<file path="config.mk">
export PLATFORM = sky130hd
export DESIGN_NAME = uart_tx_arbiter
export DESIGN_NICKNAME = d
export VERILOG_FILES = /design/src/rtl/uart_tx_arbiter.sv
export SDC_FILE = /design/constraint.sdc
export NUM_CORES = 1
export LEC_CHECK = 0
export CAP_MARGIN = 20
export CORE_MARGIN = 1
export CORE_UTILIZATION = 42
export CTS_BUF_LIST = sky130_fd_sc_hd__clkbuf_4 sky130_fd_sc_hd__clkbuf_8
export CTS_CLUSTER_SIZE = 10
export DETAILED_ROUTE_END_ITERATION = 8
export GPL_ROUTABILITY_DRIVEN = 0
export PLACE_DENSITY = 0.79
export SYNTH_ARGS = -nofsm -noshare
export SYNTH_HDL_FRONTEND = slang
export SYNTH_SLANG_ARGS = --single-unit
</file>
<file path="constraint.sdc">
create_clock -name clk -period 1.75 [get_ports clk]
set_input_delay 0.2625 -clock clk [delete_from_list [all_inputs] [get_ports clk]]
set_output_delay 0.2625 -clock clk [all_outputs]
set_load 0.02 [all_outputs]
</file>
<file path="src/rtl/uart_tx_arbiter.sv">
// rtl/uart_tx_arbiter.sv - round-robin arbiter sharing one uart_tx between NUM_REQ byte requesters
// Multi-byte messages keep ownership of the transmitter until their last byte has been sent.
module uart_tx_arbiter #(
  parameter int NUM_REQ      = 4,
  parameter int BUSY_TIMEOUT = 16
) (
  input  logic                       clk,
  input  logic                       rst,
  input  logic [NUM_REQ-1:0]         req_valid,
  input  logic [NUM_REQ*8-1:0]       req_data,
  input  logic [NUM_REQ-1:0]         req_last,
  output logic [NUM_REQ-1:0]         req_ready,
  output logic [7:0]                 tx_data,
  output logic                       tx_start,
  input  logic                       tx_busy,
  output logic [$clog2(NUM_REQ)-1:0] grant_id,
  output logic                       active,
  output logic                       err_timeout
);

  localparam int GW = $clog2(NUM_REQ);
  localparam int CW = $clog2(BUSY_TIMEOUT + 1);

  typedef enum logic [2:0] {
    IDLE      = 3'd0,
    START     = 3'd1,
    WAIT_BUSY = 3'd2,
    WAIT_DONE = 3'd3,
    HOLD      = 3'd4
  } state_t;

  state_t        state;
  state_t        state_next;
  logic          lock;
  logic [GW-1:0] last_grant;
  logic [GW-1:0] winner;
  logic [GW-1:0] cand;
  logic [GW-1:0] sel;
  logic          winner_found;
  logic          owner_valid;
  logic          take_idle;
  logic          take_hold;
  logic          busy_expired;
  logic [7:0]    sel_data;
  logic          sel_last;
  logic [CW-1:0] count;
  logic [CW-1:0] count_inc;

  // Search starts one past the previous owner so every requester gets a turn.
  always_comb begin : round_robin
    winner       = '0;
    cand         = '0;
    winner_found = 1'b0;
    for (int k = 1; k <= NUM_REQ; k++) begin
      cand = GW'((int'(last_grant) + k) % NUM_REQ);
      if (!winner_found && req_valid[cand]) begin
        winner_found = 1'b1;
        winner       = cand;
      end
    end
  end

  assign owner_valid  = req_valid[grant_id];
  assign take_idle    = (state == IDLE) && winner_found;
  assign take_hold    = (state == HOLD) && owner_valid;
  assign sel          = (state == HOLD) ? grant_id : winner;
  assign count_inc    = count + CW'(1);
  assign busy_expired = (state == WAIT_BUSY) && !tx_busy && (count_inc == CW'(BUSY_TIMEOUT));

  always_comb begin : byte_select
    sel_data = 8'h00;
    sel_last = 1'b0;
    for (int i = 0; i < NUM_REQ; i++) begin
      if (sel == GW'(i)) begin
        sel_data = req_data[8*i +: 8];
        sel_last = req_last[i];
      end
    end
  end

  always_ff @(posedge clk or posedge rst) begin : state_reg
    if (rst) begin
      state <= IDLE;
    end else begin
      state <= state_next;
    end
  end

  always_comb begin : next_state
    state_next = state;
    case (state)
      IDLE:      if (winner_found) state_next = START;
      START:     state_next = WAIT_BUSY;
      WAIT_BUSY: begin
        if (tx_busy) begin
          state_next = WAIT_DONE;
        end else if (busy_expired) begin
          state_next = IDLE;
        end
      end
      WAIT_DONE: if (!tx_busy) state_next = lock ? HOLD : IDLE;
      HOLD:      if (owner_valid) state_next = START;
      default:   state_next = IDLE;
    endcase
  end

  // Handshake and launch are masked while rst is high so nothing leaks out in the reset cycle.
  always_comb begin : outputs
    req_ready = '0;
    tx_start  = 1'b0;
    active    = (state != IDLE);
    if (!rst) begin
      if (take_idle) begin
        req_ready[winner] = 1'b1;
      end else if (take_hold) begin
        req_ready[grant_id] = 1'b1;
      end
      tx_start = (state == START);
    end
  end

  always_ff @(posedge clk or posedge rst) begin : datapath
    if (rst) begin
      tx_data     <= 8'h00;
      grant_id    <= '0;
      lock        <= 1'b0;
      count       <= '0;
      last_grant  <= GW'(NUM_REQ - 1);
      err_timeout <= 1'b0;
    end else begin
      if (take_idle) begin
        tx_data  <= sel_data;
        grant_id <= winner;
        lock     <= ~sel_last;
      end else if (take_hold) begin
        tx_data <= sel_data;
        lock    <= ~sel_last;
      end

      if (state == START) begin
        count <= '0;
      end else if ((state == WAIT_BUSY) && !tx_busy) begin
        count <= count_inc;
      end

      // A transmitter that never reacts ends the message; ownership is released.
      if (busy_expired) begin
        err_timeout <= 1'b1;
        lock        <= 1'b0;
        last_grant  <= grant_id;
      end

      if ((state == WAIT_DONE) && !tx_busy && !lock) begin
        last_grant <= grant_id;
      end
    end
  end

endmodule
</file>
* After elaboration in Yosys (flattened, before gate mapping)
Index checks and enable logic that the tools add are counted.
Cells by class: add/subtract/negate cells 5, multipliers 0, div/mod/pow operators 0, $lt $le $gt $ge 8, eq/ne operators 12, shift-type cells 0, mux-type cells 51, bitwise gates (word level) 1, reduce and logical (&&, ||, !) cells 24
Operator list (number):
- two-way mux 8 bit | 6
- two-way mux 1 bit | 19
- less-than comparator 2 x 3 -> 1 bit (second input constant) | 6
- two-way mux 3 bit | 6
- one-hot mux 3 bit (5 select lines) | 1
- two-way mux 2 bit | 7
- two-way mux 4 bit | 3
- logical AND 1 bit | 11
- binary-select mux 1 bit (select 2 bit) | 5
- two-way mux 5 bit | 2
- == test 3 x 2 -> 1 bit (second input constant) | 2
- != test 2 bit (second input constant) | 3
- nonzero test 2 bit | 3
- nonzero test 3 bit | 2
- adder 5 x 1 -> 5 bit (second input constant) | 1
- == test 5 bit (second input constant) | 1
- logical NOT 1 bit | 5
- adder 2 x 1 -> 2 bit (second input constant) | 2
- adder 2 bit (second input constant) | 2
- demux 1 bit (select 2 bit) | 2
- == test 2 bit (second input constant) | 2
- greater-or-equal comparator 2 x 1 -> 1 bit (second input constant) | 2
- AND reduction 4 bit | 1
- == test 3 x 1 -> 1 bit (second input constant) | 1
- 6 further kinds | 6
Storage, ports and cells: register bits after elaboration 22, bits in latches 0, bits in writable memories 0, ROM bits 0, input port bits 43, output and inout bits 17, memories 0

* Logic depth before layout (Yosys ltp)
Gate-level depths: netlist (run 1).
depth in word-level cells 23, gate-level depth with buffers 8, gate-level depth less buffers 6

* Least setup slack after synthesis (run 1)
No wires, ideal clock.
kind reg-to-output, from register last_grant[1], to output req_ready[0], data arrival time 2.125 ns, required time 1.487 ns, slack -0.637 ns, cell stages (with the launch flop) 7, path buffers 1, cells stage by stage dfstp_2 -> buf_2 -> mux2i_1 -> a221oi_2 -> nor2_1 -> a21o_1 -> nor4_1
On the way: word-level cells in the longest chain between the ends 19, elaborated cells between the ends (all ways) 34, those cells by class add/sub (4); order compare (2); mux (20); reduce/logical (8)
RTL lines:
- start, declared | RTL line 35 | logic [GW-1:0] last_grant;
- start signal, assigned | RTL line 128 | last_grant <= GW'(NUM_REQ - 1);
- start signal, assigned | RTL line 150 | last_grant <= grant_id;
- start signal, assigned | RTL line 154 | last_grant <= grant_id;
- adder 2 x 1 -> 2 bit | RTL line 55 | cand = GW'((int'(last_grant) + k) % NUM_REQ);
- binary-select mux 1 bit (select 2 bit) | RTL line 56 | if (!winner_found && req_valid[cand]) begin
- two-way mux 1 bit (implied by the code) | RTL line 56
- two-way mux 1 bit | RTL line 56
- logical NOT 1 bit | RTL line 56
- logical AND 1 bit | RTL line 56
- two-way mux 1 bit | RTL line 56
- logical NOT 1 bit | RTL line 56
- (+3 left out)
- logical AND 1 bit | RTL line 56
- two-way mux 2 bit | RTL line 56
- less-than comparator 2 x 3 -> 1 bit (implied by the code) or greater-or-equal comparator 2 x 1 -> 1 bit (tied branches) | RTL line 114 | req_ready[winner] = 1'b1;
- logical AND 1 bit (implied by the code) | RTL line 114
- two-way mux 1 bit (implied by the code) | RTL line 114
- demux 1 bit (select 2 bit) | RTL line 114
- two-way mux 4 bit * | RTL line 113 | if (take_idle) begin
- two-way mux 4 bit * | RTL line 112 | if (!rst) begin
- end, declared | RTL line 12 | output logic [NUM_REQ-1:0] req_ready,
Every way passes the cells marked *; elsewhere a longest branch is shown, timed or not. The select of a mux whose other input is x is not followed.

* Final worst setup path (run 1)
from register last_grant[1], to output req_ready[3]
The elaborated chain is that of the path after synthesis.

==> results.sh, run 1 <==
export IMPL_final_max_slew_violation_count=0
export IMPL_fill_cells=173
export IMPL_io_pins=60
export IMPL_synthMuxAreaShare_pct=13.3
export IMPL_grt_max_degree=23
export IMPL_via_count=2085
export IMPL_min_from="count[4]"
export IMPL_ctsHoldBuffers=0
export IMPL_grt_pass1_vias=2116
export IMPL_insertion_delay_ns=0.27
export IMPL_r2r_end="tx_data[5]"
export IMPL_async_reset_ff_share_pct=100
export IMPL_hold_path_depth=2
export IMPL_worstMarginPinSlew_ns=0.371
export IMPL_synthXorXnorAreaFrac_pct=0
export IMPL_clk_pin_slew_ns=0.08
export IMPL_first_iter_violations=135
export IMPL_antenna_found_initial=0
export IMPL_maxCapViolCount=0
export IMPL_drc=0
export IMPL_initial_core_util_pct=45.0
export IMPL_synth_top_cells_by_count="20 x dfrtp_1, 19 x nand2_1, 18 x mux2i_1"
export IMPL_crit_slowest_cell="dfstp_2"
export IMPL_reg2reg_depth=9
export IMPL_min_to="count[4]"
export IMPL_synth_largest_area_cell="dfrtp_1"
export IMPL_avgSynthCellArea_um2=9.27
export IMPL_cts_max_path_buffers=2
export IMPL_largest_register_ffs=8
export IMPL_power_mw=4.95
export IMPL_cp_max_fo=4
export IMPL_crit_required_ns=1.49
export IMPL_netlist_instances=183
export IMPL_worst_setup_path_type="reg -> out"
export IMPL_rrSetupSlack_ns=-0.42
export IMPL_h_tree_depth=1
export IMPL_rows=22
export IMPL_synth_compound_area_share_pct=26.3
export IMPL_r2r_start="last_grant[1]"
export IMPL_die_height_um=65.6
export IMPL_cts_root_buffer="clkbuf_8"
export IMPL_synth_seq_area_share_pct=32.6
export IMPL_synth_top_area_share_pct=29.5
export IMPL_syn_nets=228
export IMPL_synthTopCellsByArea="dfrtp_1 29%, mux2i_1 11%, a221oi_2 8.0%, nand2_1 4.2%, nor2_1 3.5%"
export IMPL_setup_violations=14
export IMPL_hold_path_class="reg -> reg"
export IMPL_grt_overflow_total=0
export IMPL_synth_most_common_cell="dfrtp_1"
export IMPL_worstSetupStartpoint="last_grant[1]"
export IMPL_routed_wl_mm=6.87
export IMPL_power_leakage_nw=1.40
export IMPL_ant_nets=0
export IMPL_fin_ws_ns=-0.507
export IMPL_area_growth_syn_to_layout_pct=90.9
export IMPL_cp_top_family="flip-flops"
export IMPL_synthesis_area_mm2=0.00170
export IMPL_endpoint_kind="primary output"
export IMPL_peakVddDrop_mv=0.721
export IMPL_place_hpwl_mm=3.95
export IMPL_synth_top_family_by_area="compound AO/OA/AOI/OAI gates"
export IMPL_holdWs_ns=0.582
export IMPL_worstPathBufferInverterCount=2
export IMPL_cts_tree="done"
export IMPL_ys_ff_latch=22
export IMPL_ys_types=54
export IMPL_drt_wirelength_per_cell_um=19.8
export IMPL_n_antenna_cell=0
export IMPL_cts_sinks=22
export IMPL_power_density_mw_per_mm2=1530
export IMPL_crit_path_cell_trace="buf_6, nand2_4, a311o_1, or3_4, a21oi_4, buf_6"
export IMPL_synth_edff_count=0
export IMPL_grt_pass1_wl_mm=9.85
export IMPL_critPathArrivalTime_ns=1.99
export IMPL_via_per_inst=6.01
export IMPL_tritoncts_num_buffers=3
export IMPL_drive_gt1_share_pct=43.8
export IMPL_synthFlopType="dfrtp_1"
export IMPL_hold_viol=0
export IMPL_portBuffers=59
export IMPL_start_kind="flop"
export IMPL_clock_skew_ns=0.00478
export IMPL_dr_pass1_iters=4
export IMPL_die_w_um=65.6
export IMPL_fmax_mhz=443
export IMPL_slew_headroom_pct=75.1
export IMPL_rsz0062_at_grt="yes"
export IMPL_layout_nets=345
export IMPL_status="complete, but fails checks"
export IMPL_cp_depth=6
export IMPL_die_area_mm2=0.00430
export IMPL_track_usage_pct=30.7
export IMPL_critPathMostFrequentCell="buf_6"
export IMPL_yosys_warnings=0
export IMPL_core_area_mm2=0.00377
export IMPL_yosys_area_share_simple_pct=20.4
export IMPL_max_stage_delay_ns=0.59
export IMPL_fin_crit_ns=2.26
export IMPL_finalCritPeriodShare_pct=129
export IMPL_violations="negative setup slack"
export IMPL_synthAdderAreaFrac_pct=1.47
[worst reg2reg max path, cell delays in order, from the launching register on]
cell and delay, ns:
dfstp_2 0.59, buf_6 0.13, nand2_4 0.05, buf_6 0.11, a311o_1 0.36, a2bb2oi_4 0.17, buf_12 0.14, buf_16 0.14
mux2i_2 0.15, a221oi_2 0.27
[power breakdown]
part | leakage, nW | switching (mW) | internal [mW]
Combinational | 1.12 | 1.69 | 1.98
Sequential | 0.261 | 0.194 | 0.734
Clock | 0.0262 | 0.173 | 0.178
Total | 1.40 | 2.06 | 2.89
[final cells by class]
class / instances / area (µm²) / share of cell area, %
Tap cell: 48 / 60.1 / 1.85
Sequential cell: 22 / 554 / 17.1
Clock buffer: 4 / 48.8 / 1.51
Multi-Input combinational cell: 141 / 1320 / 40.8
Inverter: 9 / 33.8 / 1.04
Timing Repair Buffer: 123 / 1220 / 37.7
[per-stage QoR]
| stage | utilization (%) | setup slack [ns] | TNS (ns) | cell area (µm²) | std cells |
|---|---|---|---|---|---|
| final | 85.9 | -0.507 | -5.55 | 3240 | 347 |
| after global routing | 85.9 | -0.621 | -6.66 | 3240 | 347 |
| after detailed placement | 72.0 | -1.09 | -10.13 | 2720 | 324 |
| after CTS | 82.6 | -0.502 | -4.75 | 3110 | 343 |
| after floorplan | - | -0.242 | -1.32 | 1790 | 183 |
| after global placement | 72.0 | -1.02 | -9.40 | 2720 | 324 |
[what timing repair did]
item                                    CTS  global route
pin swaps                                21             9
resized for setup                        68            20
cloned                                    3             0
setup buffers                            13             6
endpoints found under the setup margin   19            18
[per-layer routing]
layer	global-route usage, %	up-vias	part of all wire (%)
li1	-	919	-
met4	15.5	0	4.3
met3	4.69	33	5.7
met1	35.4	1016	40
met2	54.6	117	50
met5	0	-	0
[layout by cell type (no fill, tap or decap), drive strengths merged, types with 3 or more instances in the layout]
master / n
nand4b: 3
dfrtp: 20
a22o: 3
or3: 3
a21oi: 6
a211oi: 3
o21ai: 11
buf: 69
nor3: 3
nor3b: 3
a221oi: 9
nor2: 17
mux2i: 18
dlygate4sd2: 5
nand3: 3
inv: 9
clkbuf: 4
nand2: 20
clkdlybuf4s50: 48
[logic make-up after synthesis]
group | count (synthesis)
multiplexers | 21
adder cells (fa/ha/maj) | 2
buffers and inverters | 20
AND/OR/NAND/NOR | 65
AO/OA/AOI/OAI | 53
flip-flops | 22
[worst max path at each step]
stage                     slack, ns      endpoint
after CTS                     -0.50  req_ready[3]
after global routing          -0.62  req_ready[0]
after detailed placement      -1.09  req_ready[3]
final                         -0.51  req_ready[3]
after global placement        -1.02  req_ready[3]
after floorplan               -0.24  req_ready[0]
(Power assumes the default switching activity.)
==> inputs of run 2 (changes only) <==
Settings changed: CORE_MARGIN 1 to default.
==> results of run 2 <==
Same layout as run 1: the final DEF is identical, and so are final timing and power.
